$ cat src/rtl/poly_sum_pkg.sv
// Shared defaults and FSM encoding for the polyphase FIR output summer.
// Also used by the bank instances and the filter top.
package poly_sum_pkg;

  localparam int M_DEFAULT              = 20;
  localparam int INTERNAL_WIDTH_DEFAULT = 35;
  localparam int OUTPUT_WIDTH_DEFAULT   = 16;
  localparam int SHIFT_DEFAULT          = 16;

  typedef enum logic [1:0] {
    ST_IDLE  = 2'd0,
    ST_SUM   = 2'd1,
    ST_ROUND = 2'd2,
    ST_SAT   = 2'd3
  } state_t;

endpackage

$ cat src/rtl/poly_sum_round_sat.sv
// Combinational round-half-up shift of the accumulator, plus a separate clamp of
// the registered rounded value to the signed output range with a clip flag.
module round_sat #(
  parameter int AW           = 40,
  parameter int SHIFT        = 16,
  parameter int OUTPUT_WIDTH = 16,
  parameter int RW           = AW + 1 - SHIFT
) (
  input  logic signed [AW-1:0]           i_acc,
  output logic signed [RW-1:0]           o_rnd,
  input  logic signed [RW-1:0]           i_rnd,
  output logic signed [OUTPUT_WIDTH-1:0] o_dout,
  output logic                           o_clip
);

  localparam logic signed [AW:0]   HALF  = (AW + 1)'(1) << (SHIFT - 1);
  localparam logic signed [RW-1:0] MAX_V = RW'((64'sd1 <<< (OUTPUT_WIDTH - 1)) - 64'sd1);
  localparam logic signed [RW-1:0] MIN_V = ~MAX_V;

  logic signed [AW:0] w_sum;

  // One guard bit keeps the +half from wrapping; >>> makes ties round toward +inf.
  assign w_sum = $signed({i_acc[AW-1], i_acc}) + HALF;
  assign o_rnd = RW'(w_sum >>> SHIFT);

  always_comb begin
    // NOTE: every output gets a default before the branches, otherwise a latch is inferred.
    o_dout = i_rnd[OUTPUT_WIDTH-1:0];
    o_clip = 1'b0;
    if (i_rnd > MAX_V) begin
      o_dout = OUTPUT_WIDTH'(MAX_V);
      o_clip = 1'b1;
    end else if (i_rnd < MIN_V) begin
      o_dout = OUTPUT_WIDTH'(MIN_V);
      o_clip = 1'b1;
    end
  end

endmodule

$ cat src/rtl/poly_sum.sv
// Snapshots all bank partial sums once per output period, sums them serially
// with one adder, then rounds and saturates to a single valid-qualified sample.
module poly_sum
  import poly_sum_pkg::*;
#(
  parameter int M              = M_DEFAULT,
  parameter int INTERNAL_WIDTH = INTERNAL_WIDTH_DEFAULT,
  parameter int OUTPUT_WIDTH   = OUTPUT_WIDTH_DEFAULT,
  parameter int SHIFT          = SHIFT_DEFAULT
) (
  input  logic                          clk,
  input  logic                          rst,
  input  logic                          clk_2mhz_pos_en,
  input  logic [M*INTERNAL_WIDTH-1:0]   bank_dout,
  output logic [OUTPUT_WIDTH-1:0]       dout,
  output logic                          dout_valid,
  output logic                          sat,
  output logic                          overrun
);

  localparam int AW   = INTERNAL_WIDTH + $clog2(M);
  localparam int RW   = AW + 1 - SHIFT;
  localparam int IDXW = (M > 1) ? $clog2(M) : 1;
  localparam logic [IDXW-1:0] LAST_IDX = IDXW'(M - 1);

  state_t r_state;
  state_t w_next;

  logic [M*INTERNAL_WIDTH-1:0]     r_snap;
  logic signed [AW-1:0]            r_acc;
  logic [IDXW-1:0]                 r_idx;
  logic signed [RW-1:0]            r_rnd;
  logic [OUTPUT_WIDTH-1:0]         r_dout;
  logic                            r_dout_valid;
  logic                            r_sat;
  logic                            r_overrun;

  logic signed [INTERNAL_WIDTH-1:0] w_bank;
  logic signed [AW-1:0]             w_bank_ext;
  logic signed [RW-1:0]             w_rnd;
  logic signed [OUTPUT_WIDTH-1:0]   w_clamped;
  logic                             w_clip;

  assign w_bank     = r_snap[r_idx*INTERNAL_WIDTH +: INTERNAL_WIDTH];
  assign w_bank_ext = AW'(w_bank);

  round_sat #(
    .AW           (AW),
    .SHIFT        (SHIFT),
    .OUTPUT_WIDTH (OUTPUT_WIDTH),
    .RW           (RW)
  ) u_round_sat (
    .i_acc  (r_acc),
    .o_rnd  (w_rnd),
    .i_rnd  (r_rnd),
    .o_dout (w_clamped),
    .o_clip (w_clip)
  );

  always_ff @(posedge clk) begin
    if (rst) r_state <= ST_IDLE;
    else     r_state <= w_next;
  end

  always_comb begin
    w_next = r_state;
    unique case (r_state)
      ST_IDLE:  if (clk_2mhz_pos_en) w_next = ST_SUM;
      ST_SUM:   if (r_idx == LAST_IDX) w_next = ST_ROUND;
      ST_ROUND: w_next = ST_SAT;
      ST_SAT:   w_next = ST_IDLE;
      default:  w_next = ST_IDLE;
    endcase
  end

  always_ff @(posedge clk) begin
    // NOTE: the snapshot is reset along with the rest; it is a plain register, not a RAM.
    if (rst) begin
      r_snap       <= '0;
      r_acc        <= '0;
      r_idx        <= '0;
      r_rnd        <= '0;
      r_dout       <= '0;
      r_dout_valid <= 1'b0;
      r_sat        <= 1'b0;
      r_overrun    <= 1'b0;
    end else begin
      // NOTE: non-blocking so every register samples the pre-edge values of the others.
      r_dout_valid <= 1'b0;
      r_sat        <= 1'b0;
      if (clk_2mhz_pos_en && r_state != ST_IDLE) r_overrun <= 1'b1;
      unique case (r_state)
        ST_IDLE: begin
          if (clk_2mhz_pos_en) begin
            r_snap <= bank_dout;
            r_acc  <= '0;
            r_idx  <= '0;
          end
        end
        ST_SUM: begin
          r_acc <= r_acc + w_bank_ext;
          r_idx <= (r_idx == LAST_IDX) ? '0 : r_idx + 1'b1;
        end
        ST_ROUND: r_rnd <= w_rnd;
        ST_SAT: begin
          r_dout       <= w_clamped;
          r_dout_valid <= 1'b1;
          r_sat        <= w_clip;
        end
        default: ;
      endcase
    end
  end

  assign dout       = r_dout;
  assign dout_valid = r_dout_valid;
  assign sat        = r_sat;
  assign overrun    = r_overrun;

endmodule

$ cat config.mk
export PLATFORM = sky130hd
export DESIGN_NAME = poly_sum
export DESIGN_NICKNAME = d
export VERILOG_FILES = /design/src/rtl/poly_sum_pkg.sv /design/src/rtl/poly_sum_round_sat.sv /design/src/rtl/poly_sum.sv
export SDC_FILE = /design/constraint.sdc
export NUM_CORES = 2
export LEC_CHECK = 0
export BUFFER_PORTS_ARGS = -buffer_cell sky130_fd_sc_hd__buf_4
export CAP_MARGIN = 0
export CELL_PAD_IN_SITES_DETAIL_PLACEMENT = 1
export CELL_PAD_IN_SITES_GLOBAL_PLACEMENT = 1
export CORE_MARGIN = 2
export CORE_UTILIZATION = 44
export DETAILED_ROUTE_END_ITERATION = 6
export HOLD_SLACK_MARGIN = 0.15
export PLACE_DENSITY = 0.84
export SLEW_MARGIN = 30
export SYNTH_ARGS = -nofsm -noshare
export SYNTH_HDL_FRONTEND = slang
export SYNTH_SLANG_ARGS = --single-unit
export TNS_END_PERCENT = 50
$ cat constraint.sdc
create_clock -name clk -period 8.5 [get_ports clk]
set_clock_uncertainty 0.1 [all_clocks]
set_input_delay 0.425 -clock clk [delete_from_list [all_inputs] [get_ports clk]]
set_output_delay 0.425 -clock clk [all_outputs]
set_load 0.03 [all_outputs]
== Word level (Yosys, flattened, before mapping) ==
Cells that the tools add are included.
W data, S select, Z words.

* Shifts and indexed selects: 1
* Order comparisons: 2
* Muxes and demuxes: 13
* Add/subtract/negate cells: 3
* Equal/unequal tests: 6
* $mul: 1
* Reductions and logical operators: 8
* Bitwise operators: 1

{| class="wikitable"
|+ Operators by type and width
! kind !! count
|-
| $shiftx A700 B12 Y35 || 1
|-
| $pmux W40 S2 || 1
|-
| $add A40 B17 Y41 const B || 1
|-
| $add A40 B35 Y40 || 1
|-
| $mux W40 || 1
|-
| $mux W16 || 2
|-
| $gt A25 B16 Y1 const B || 1
|-
| $lt A25 B16 Y1 const B || 1
|-
| $mul A5 B6 Y11 const B || 1
|-
| $mux W5 || 2
|-
| $pmux W5 S2 || 1
|-
| $pmux W2 S4 || 1
|-
| $reduce_and A2 Y1 || 3
|-
| $add A5 B1 Y5 const B || 1
|-
| $eq A5 B5 Y1 const B || 1
|-
| $eq A2 B2 Y1 const B || 2
|-
| $mux W2 || 2
|-
| $ne A2 B2 Y1 const B || 2
|-
| $reduce_bool A2 Y1 || 2
|-
| $mux W1 || 3
|-
| $eq A2 B1 Y1 const B || 1
|-
| $logic_not A2 Y1 || 1
|-
| $reduce_or A2 Y1 || 1
|-
| $logic_and A1 B1 Y1 || 1
|-
| $not A1 Y1 || 1
|}

* Output and inout port bits: 19
* Word-level logic and storage cells: 44
* Register bits: 791

== Depth between registers and ports, before layout ==
* Word-level depth: 4
* Gate-level depth with buffers: 20
* Depth with buffers taken out: 16

== Modules after synthesis ==
From an unflattened synthesis, not the netlist that was laid out.

* Cell total of the unflattened synthesis: 4,113
* Area, all modules: 34,923.5 um^2

{| class="wikitable"
|+ By module, submodules not included
! module !! cells each !! area each (um^2) !! instances
|-
| poly_sum || 4,018 || 34,271.6 || 1
|-
| round_sat || 95 || 651.9 || 1
|}

== Worst setup path after synthesis ==
Ideal clock, no wire load.

* Kind: register -> register
* Start: reg r_idx[1]
* End: reg r_acc[32]
* Arrival time: 4,757 ps
* Clock period less this slack: 4,973 ps
* Library setup time: 117 ps
* Slack: 3,527 ps
* Data required time: 8,283 ps
* Stages on the path, launching flop included: 20
* Cell sequence: dfxtp_1 -> buf_2 -> clkbuf_1 -> buf_1 -> clkbuf_1 -> mux4_2 -> mux4_2 -> inv_1 -> o21ai_0 -> ha_1 -> fa_1 -> a21o_1 -> a221oi_2 -> o211ai_1 -> a41oi_2 -> o31ai_1 -> a221oi_2 -> o21bai_1 -> xor2_1 -> a22o_1

* Longest elaborated chain between the ends: 4

{| class="wikitable"
|+ RTL lines
! element !! RTL line !! source
|-
| from (decl) || poly_sum.sv:31 || <nowiki>logic [IDXW-1:0] r_idx;</nowiki>
|-
| from (signal assigned) || poly_sum.sv:102 || <nowiki>r_idx <= (r_idx == LAST_IDX) ? '0 : r_idx + 1'b1;</nowiki>
|-
| $mul A5 B6 Y11 || poly_sum.sv:44 || <nowiki>assign w_bank = r_snap[r_idx*INTERNAL_WIDTH +: INTERNAL_WIDTH];</nowiki>
|-
| $shiftx A700 B12 Y35 || poly_sum.sv:44 ||
|-
| $add A40 B35 Y40 || poly_sum.sv:101 || <nowiki>r_acc <= r_acc + w_bank_ext;</nowiki>
|-
| $pmux W40 S2 || poly_sum.sv:92 || <nowiki>unique case (r_state)</nowiki>
|-
| to (signal assigned) || poly_sum.sv:101 ||
|-
| to (decl) || poly_sum.sv:30 || <nowiki>logic signed [AW-1:0] r_acc;</nowiki>
|}

Every way passes these cells.
A chain may end at the register's enable or synchronous reset.

== Final worst setup path ==
* Start: reg r_idx[0]
* End: reg r_acc[36]

Same word-level chain as after synthesis.

==> impl_metrics.json <==
{
  "status": "finished with violations",
  "violations": "design-rule violations, max-capacitance violations, max-slew violations",
  "yosysSeqAreaShare_pct": 45.6,
  "antenna_left": 0,
  "path_clk_slew_ns": 0.06,
  "cts_sinks": 791,
  "routed_wl_um": 243000,
  "vias_per_cell": 6.81,
  "die_area_mm2": 0.0811,
  "slowest_stage": "dfxtp_4",
  "tightest_slew_ns": 1.57,
  "holdWs_ns": 0.201,
  "p_per_area_mw_per_mm2": 281,
  "grt-ovfl-total": 0,
  "slew_headroom_pct": -4.36,
  "grt_pass1_wl_um": 320000,
  "hold_viol": 0,
  "cts_buffers": 87,
  "synth-xor-area-share_pct": 1.44,
  "fp.dieH_um": 285,
  "crit_path_max_fanout": 63,
  "leakage_uw": 0.0201,
  "synthAdderAreaFrac_pct": 1.68,
  "firstDrtPassIters": 7,
  "synth_mux_area_share_pct": 13.7,
  "dr_wl_met3_um": 35800,
  "post-route-period-util_pct": 69.7,
  "core_area_mm2": 0.0777,
  "setup_viol": 0,
  "place.gp.congestion": 0.933,
  "fin_setup_tns_ns": 0,
  "syn_inst": 4083,
  "stdcell_area_mm2": 0.0510,
  "initial_utilization_pct": 44.6,
  "dp_hpwl_um": 108000,
  "cp_cell_sequence": "buf_12, mux4_2, mux4_2, inv_1, o21ai_0, ha_1, a21o_1, a221oi_2, o211ai_1, a41oi_2, o31ai_1, a221oi_2, o221ai_1, mux2_2, nand3_1",
  "critical_path.top_delay_family": "compound AO/OA/AOI/OAI gates",
  "boundaryPins": 722,
  "ys.flop_type": "dfxtp_1",
  "via_count": 44600,
  "routedWlPerCell_um": 37.1,
  "required_ns": 8.93,
  "highest_layer": "met5",
  "drc": 23,
  "mostFrequentLayoutCell": "nand2_1",
  "antenna_found_initial": 134,
  "final_cell_mix": "nand2_1, dfxtp_1, a21oi_1",
  "tritoncts": "yes",
  "synth_area_mm2": 0.0347,
  "synth-edff-count": 0,
  "clockBufferDepth": 3,
  "worstSetupPathType": "reg -> reg",
  "power_uw": 14300,
  "min_path_type": "in -> reg",
  "timing.final.ws_setup_ns": 2.57,
  "drt_iter0_drc": 7406,
  "cts_root_buffer": "clkbuf_16",
  "place_ws_ns": 2.86,
  "synth_top_family_by_area": "simple AND/OR/NAND/NOR gates",
  "drive_above_1_share_pct": 20.8,
  "synth_nets": 4832,
  "critical_path_buf_inv_count": 2,
  "grt_usage_pct": 54.8,
  "area_growth_pct": 46.9,
  "peakVddDrop_v": 0.000238,
  "max_cap_violations": 3,
  "cts_setup_buffers": 0,
  "die_x_um": 285,
  "grt_start_max_net_pins": 232,
  "max_freq_ghz": 0.169,
  "synth_cell_types": 57,
  "dpl_cell_area_mm2": 0.0406,
  "synth_warnings": 0,
  "synthArstFlopShare_pct": 0,
  "nets": 6054,
  "cp.arrival_ns": 6.35,
  "grt_pass1_vias": 44900,
  "ys_ff_latch": 791,
  "drv_slew": 4,
  "htree_levels": 3,
  "wl_met1_um": 70800,
  "slowest_delay_ns": 0.86,
  "synthSimpleGateAreaFrac_pct": 18.6,
  "worst_setup_path_start_kind": "register",
  "synth-compound-area-share_pct": 14.9,
  "avgSynthCellArea_um2": 8.50,
  "numPortBuffers": 721,
  "rsz0062_at_grt": "false",
  "fin_crit_ns": 5.93,
  "end_kind": "register",
  "wl_met2_um": 102000,
  "clk_latency_ns": 0.73,
  "fillers": 8787,
  "row_count": 102
}
area by class of cell:
cell class                      instances  area (um^2)  area share [%]
Sequential cell                       791        15800            31.1
Tap cell                             1040         1300            2.55
Clock inverter                         25          320           0.629
Inverter                               52          195           0.383
Timing Repair Buffer                 1455        12800            25.2
Clock buffer                          131         2620            5.13
Antenna cell                          146          365           0.717
Multi-Input combinational cell       2918        17500            34.3
state kept, by name (all words and copies together), names as in the netlist, 2 cells and up:
register / cells
dout: 16
r_acc: 40
r_idx: 5
r_rnd: 25
r_snap: 700
r_state: 2
where the power goes:
group          internal, uW  switching, uW
logic                  1620           3180
clock network          2290           1950
registers              4420            846
what timing repair did:
action	CTS	global route
endpoints found under the hold margin	701	0
resized for setup	0	0
hold buffers	701	0
routing by layer:
metal,GRT usage (%),vias up
met5,2.97,-
met4,57.8,84
met3,28.1,2398
met2,80.8,4884
met1,53.4,20800
li1,-,16500
cells in the mapped netlist, types with 4 or more instances:
cell / count / share of area (%)
nand2_1: 1433 / 16
dfxtp_1: 791 / 46
a21oi_1: 759 / 11
clkbuf_1: 274 / 3.0
mux4_2: 209 / 14
nor2_1: 86 / 0.93
nand3_1: 58 / 0.84
o21ai_0: 57 / 0.82
inv_1: 52 / 0.56
ha_1: 45 / 1.6
buf_1: 35 / 0.38
xnor2_1: 31 / 0.78
a211oi_1: 26 / 0.56
xor2_1: 26 / 0.66
nor3_1: 24 / 0.35
a22oi_1: 20 / 0.43
a21o_1: 19 / 0.41
a22o_1: 17 / 0.43
buf_2: 13 / 0.19
and3_1: 12 / 0.22
nand4_1: 10 / 0.18
a31oi_1: 7 / 0.13
or3_1: 7 / 0.13
nor2b_1: 6 / 0.11
and2_1: 5 / 0.090
o21bai_1: 5 / 0.11
mux2i_1: 4 / 0.12
nand2b_1: 4 / 0.072
o211ai_1: 4 / 0.087
metrics by stage:
stage / util [%] / instances
after floorplan: - / 4083
after global placement: 52.2 / 5553
after detailed placement: 52.2 / 5553
after CTS: 65.0 / 6410
after global routing: 65.3 / 6485
final: 65.6 / 6558
worst reg2reg max path: stages (launching register included):
cell	delay (ns)
dfxtp_4	0.86
buf_12	0.48
mux4_2	0.80
mux4_2	0.49
inv_1	0.07
o21ai_0	0.11
ha_1	0.40
a21o_1	0.23
a221oi_2	0.39
o211ai_1	0.22
a41oi_2	0.38
o31ai_1	0.17
a221oi_2	0.49
o221ai_1	0.26
mux2_2	0.28
nand3_1	0.06
worst paths after layout:
| path | cells after the start | to | from | slack, ns |
|---|---|---|---|---|
| min reg2reg | 2 | r_snap[684] | r_snap[684] | 0.36 |
| min | 2 | r_snap[698] | rst | 0.20 |
| max | 15 | r_acc[36] | r_idx[0] | 2.57 |
| max reg2reg | 15 | r_acc[36] | r_idx[0] | 2.57 |
logic make-up (layout without fill, tap and decap cells):
logic type | count (synthesis) | count (layout)
and+or+nand+nor | 1652 | 1652
AOI/OAI and AO/OA | 949 | 949
DFF | 791 | 791
buffers and inverters | 374 | 1663
muxes | 214 | 214
xor gates and xnor gates | 57 | 57
adders and majority gates | 46 | 46
other | 0 | 146
Power figures use the tool's default switching activity.
